===== src/rtl/pipe_skid_stage.sv =====
// Elastic pipeline stage with a main and a skid register. in_ready and out_valid
// are decoded only from the state register, so no ready path runs through the stage.
module pipe_skid_stage #(
    parameter int WIDTH = 16
) (
    input  logic             clk,
    input  logic             rst,
    input  logic             flush,
    input  logic             in_valid,
    input  logic [WIDTH-1:0] in_data,
    output logic             in_ready,
    output logic             out_valid,
    output logic [WIDTH-1:0] out_data,
    input  logic             out_ready,
    output logic [1:0]       occupancy
);

    // The state encoding equals the entry count, so occupancy also exposes the FSM state.
    localparam logic [1:0] ST_EMPTY = 2'd0;
    localparam logic [1:0] ST_FULL  = 2'd1;
    localparam logic [1:0] ST_SKID  = 2'd2;

    // Handshake: a word moves on a clock edge only when valid and ready are both high
    // in the cycle before that edge. Valid must not depend on ready. Ready must not
    // depend on valid.
    logic [1:0]       state_q, state_d;
    logic [WIDTH-1:0] main_q, main_d;
    logic [WIDTH-1:0] skid_q, skid_d;
    logic             accept;
    logic             pop;

    assign in_ready  = (state_q != ST_SKID);
    assign out_valid = (state_q != ST_EMPTY);
    assign occupancy = state_q;
    assign out_data  = main_q;

    assign accept = in_valid & in_ready;
    assign pop    = out_valid & out_ready;

    always_comb begin
        state_d = state_q;
        main_d  = main_q;
        skid_d  = skid_q;
        if (flush) begin
            state_d = ST_EMPTY;
        end else begin
            case (state_q)
                ST_EMPTY: begin
                    if (accept) begin
                        main_d  = in_data;
                        state_d = ST_FULL;
                    end
                end
                ST_FULL: begin
                    if (accept && pop) begin
                        main_d = in_data;
                    end else if (accept) begin
                        skid_d  = in_data;
                        state_d = ST_SKID;
                    end else if (pop) begin
                        state_d = ST_EMPTY;
                    end
                end
                ST_SKID: begin
                    if (pop) begin
                        main_d  = skid_q;
                        state_d = ST_FULL;
                    end
                end
                default: state_d = ST_EMPTY;
            endcase
        end
    end

    always_ff @(posedge clk or negedge rst) begin
        if (!rst) begin
            state_q <= ST_EMPTY;
            main_q  <= '0;
            skid_q  <= '0;
        end else begin
            state_q <= state_d;
            main_q  <= main_d;
            skid_q  <= skid_d;
        end
    end

endmodule

===== config.mk =====
export PLATFORM = sky130hd
export DESIGN_NAME = pipe_skid_stage
export DESIGN_NICKNAME = d
export VERILOG_FILES = /design/src/rtl/pipe_skid_stage.sv
export SDC_FILE = /design/constraint.sdc
export NUM_CORES = 1
export LEC_CHECK = 0
export CAP_MARGIN = 20
export CORE_MARGIN = 5
export CORE_UTILIZATION = 49
export CTS_CLUSTER_SIZE = 8
export DETAILED_ROUTE_END_ITERATION = 16
export PLACE_DENSITY = 0.79
export REMOVE_ABC_BUFFERS = 1
export SYNTH_ARGS = -nofsm -noshare
export SYNTH_HDL_FRONTEND = slang
export SYNTH_SLANG_ARGS = --single-unit

===== constraint.sdc =====
create_clock -name clk -period 2.1 [get_ports clk]
set_input_delay 0.21 -clock clk [delete_from_list [all_inputs] [get_ports clk]]
set_output_delay 0.21 -clock clk [all_outputs]
set_load 0.05 [all_outputs]

* Word level (Yosys, flattened, before mapping)
Index checks and enable logic that the tools add are counted.
Word-level totals: register bits 34, output and inout port bits 20, logic and storage cells 35
Operators by class: equality and inequality tests 10, muxes and demuxes 11, bitwise gates (word level) 4, reductions and logical operators 7
Operator list (number):
- $mux 16 | 3
- $pmux 16 s3 | 1
- $mux 2 | 6
- $ne 3x3->1 const B | 3
- $ne 2x2->1 const B | 4
- $reduce_and 4->1 | 2
- $pmux 2 s3 | 1
- $reduce_and 5->1 | 1
- $ne 4x4->1 const B | 1
- $reduce_bool 3->1 | 1
- $and 1x1->1 | 2
- $eq 2x1->1 const B | 1
- $eq 2x2->1 const B | 1
- $logic_not 2->1 | 1
- $not 1->1 | 2
- $reduce_bool 2->1 | 1
- $logic_and 1x1->1 | 1

* Depth between registers and ports, before layout
word-level depth 7, gate-level depth with buffers 5

* Worst setup path before layout
OpenSTA, ideal clock, no wires.
path kind register -> register, from reg state_q[1] (netlist: occupancy[1]), to reg main_q[0] (netlist: out_data[0]), library setup time 0.125 ns, arrival time 1.751 ns, required time 1.975 ns, slack 0.224 ns, stages on the path, launching flop included 6, cells stage by stage dfrtp_1 > nor2b_1 > buf_6 > buf_6 > mux2_4 > mux2_4
On the way: cells in the longest elaborated chain, start to end 5
RTL lines:
- start, declared | RTL line 26 | logic [1:0] state_q, state_d;
- start signal, assigned | RTL line 81 | state_q <= state_d;
- $ne 2x2->1 / $reduce_bool 2->1 (equally long branches) | RTL line 32, 33
- $and 1x1->1 (on tied branches) | RTL line 37, 38
- $logic_and 1x1->1 | RTL line 55 | if (accept && pop) begin
- $ne 2x2->1 (no source line)
- $reduce_and 5->1 (no source line)
- end signal, assigned | RTL line 82 | main_q <= main_d;
- end, declared | RTL line 27 | logic [WIDTH-1:0] main_q, main_d;
Parallel ways exist; a longest one is shown, timed or not. A chain may end at the register's enable or synchronous reset.

* Worst setup path after layout
from reg state_q[1] (netlist: occupancy[1]), to out out_valid
On the way: cells in the longest elaborated chain, start to end 1
RTL lines:
- $reduce_bool 2->1 | RTL line 33 | assign out_valid = (state_q != ST_EMPTY);
- end, declared | RTL line 12 | output logic out_valid,
Every way passes these cells.

==> impl_metrics.py <==
metrics = {
    "final_layout": {
        "nets": 171,
        "post-route-util_pct": 66.4,
        "final_cell_area_um2": 2200,
        "antennaDiodeCount": 0,
        "area_growth_pct": 32.2,
        "drive_gt1_share_pct": 44.0,
        "stdcell_count": 196,
    },
    "global_routing": {
        "grt_pass1_wl_um": 5020,
        "grt_pass1_vias": 1062,
        "grt_max_degree": 35,
        "grt_overflow": 0,
        "grt_usage_pct": 15.1,
        "antenna_found_initial": 0,
    },
    "clock_tree": {
        "cts_resized": 0,
        "cts_made_buffers": 5,
        "clock_path_buffers": 2,
        "tritoncts": "built",
        "htreeDepth": 2,
        "clock_sinks": 34,
        "cts_setup_buffers": 0,
        "clk_pin_slew_ps": 100,
        "cts_hold_buf": 0,
        "root_buffer": "clkbuf_4",
        "clock_latency_ps": 330,
    },
    "timing": {
        "finalSetupTns_ps": 0,
        "fmax_mhz": 500,
        "slew_headroom_pct": 66.0,
        "fin_crit_sh_pct": 95.3,
        "tightestPinTransition_ps": 509,
        "fin_skew_ps": 10.3,
        "fin_crit_ps": 2000,
        "grt_setup_unrepaired": "no",
        "timing.final.ws_setup_ps": 98.8,
        "drv_slew": 0,
        "final-setup-viol-count": 0,
        "hold_slack_ps": 263,
        "hold_viol": 0,
    },
    "yosys": {
        "synth_most_common_cell": "dfrtp_1",
        "post_synth_instance_area_um2": 1660,
        "synthFlopType": "dfrtp_1",
        "yosysWarnings": 0,
        "syn_area_per_cell_um2": 16.3,
        "synth-edff-count": 0,
        "synth_seq_cells": 34,
        "synth_top_area_share_pct": 51.1,
        "synthesis.instances": 102,
        "yosys.area.top_type": "dfrtp_1",
        "async_flop_share_pct": 100,
        "synth.distinct_cells": 21,
        "synth_seq_area_share_pct": 51.1,
        "yosys-top-cells-area": "dfrtp_1 51%, mux2_4 23%, mux2_2 14%",
        "synth_common_cells": "34 x dfrtp_1, 26 x mux2_4, 20 x mux2_2",
    },
    "run": {
        "drv_cap": 0,
    },
    "setup_path": {
        "crit_path_end_kind": "primary output",
        "cp.arrival_ps": 1790,
        "worstPathMaxFanout": 7,
        "path_class": "register to primary output",
        "start_kind": "register",
        "critPathRequiredTime_ps": 1890,
    },
    "placement": {
        "placedInstanceArea_um2": 2120,
        "post-place-cells": 189,
        "dpl_worst_slack_ps": 207,
        "hpwl_um": 2130,
        "gp_congestion": 0.647,
        "io_buffers": 40,
    },
    "power_and_ir_drop": {
        "ir_worst_vdd_v": 0.000473,
        "p_leak_nw": 0.946,
        "total_power_mw": 2.09,
        "powerDensity_nw_per_um2": 950,
    },
    "route": {
        "wl_per_cell_um": 15.6,
        "wl_met2_um": 1480,
        "drtAntennaViolNets": 0,
        "wl_met3_um": 179,
        "drt_iter0_markers": 49,
        "post-route-drc-count": 0,
        "drt_wl_total_um": 3050,
        "dr.max_layer_used": "met4",
        "vias_per_cell": 5.02,
        "vias": 984,
        "firstDrtPassIters": 4,
        "wl_met1_um": 1340,
    },
    "die": {
        "start_util_pct": 50.3,
        "rows": 21,
        "die_x_um": 68.3,
        "die_area_um2": 4660,
        "core_um2": 3310,
        "die_h_um": 68.3,
        "io_pins": 41,
    },
    "status": {
        "status": "finished clean",
    },
    "hold_path": {
        "hp-class": "input port to async pin",
    },
}
## where the power goes
part	switching [mW]	internal, mW	leakage [nW]	total (mW)
logic	0.367	0.348	0.490	0.715
registers	0.0850	0.807	0.411	0.892
clock network	0.206	0.277	0.0443	0.483
## worst max-delay path, cell delays in order, from the launching register on
cell and delay (ps):
dfrtp_1 460, or2_2 310, clkdlybuf4s50_1 700
## final timing paths
| kind | cells after the start | slack [ps] | from | endpoint |
|---|---|---|---|---|
| max | 2 | 100 | occupancy[1]$_DFFE_PN0P_ | out_valid |
| min | 2 | 260 | rst | skid_q[14]$_DFFE_PN0P_ |
| max reg2reg | 4 | 410 | occupancy[1]$_DFFE_PN0P_ | out_data[11]$_DFFE_PN0P_ |
| min reg2reg | 1 | 490 | out_data[12]$_DFFE_PN0P_ | out_data[12]$_DFFE_PN0P_ |
| max in group asynchronous | 2 | 1530 | rst | occupancy[1]$_DFFE_PN0P_ |
| min in group clk | 1 | 490 | out_data[12]$_DFFE_PN0P_ | out_data[12]$_DFFE_PN0P_ |
## area by class of cell
type                            instances  area [µm²]
Clock buffer                            6        51.3
Multi-Input combinational cell         63         758
Tap cell                               46        57.6
Inverter                                1        3.75
Timing Repair Buffer                   45         448
Sequential cell                        34         851
Fill cell                             271        1110
Clock inverter                          1        30.0
## placed cells by master (no fill, tap or decap), types with 2 or more instances in the layout
cell type,instances
a21oi_1,2
buf_4,5
clkbuf_4,5
clkdlybuf4s50_1,39
dfrtp_1,34
mux2_1,2
mux2_2,20
mux2_4,26
nor2b_2,2
## routing by layer
| layer | vias up | global-route usage [%] |
|---|---|---|
| met5 | - | 0 |
| met4 | 0 | 6.70 |
| met3 | 6 | 6.40 |
| met2 | 30 | 23.1 |
| met1 | 490 | 18.6 |
| li1 | 458 | - |
## kinds of logic (layout without fill, tap and decap cells)
family | Yosys count | count (layout) | share of synthesized area, %
buffers and inverters | 5 | 53 | 3.46
multiplexers | 48 | 48 | 38.3
AND/OR/NAND/NOR | 10 | 10 | 4.51
flip-flops | 34 | 34 | 51.1
AO/OA/AOI/OAI | 5 | 5 | 2.56
## sequential cells by signal, indices dropped and copies added, names as in the netlist
| register | cells |
|---|---|
| occupancy | 2 |
| out_data | 16 |
| skid_q | 16 |
(Power assumes the default switching activity.)
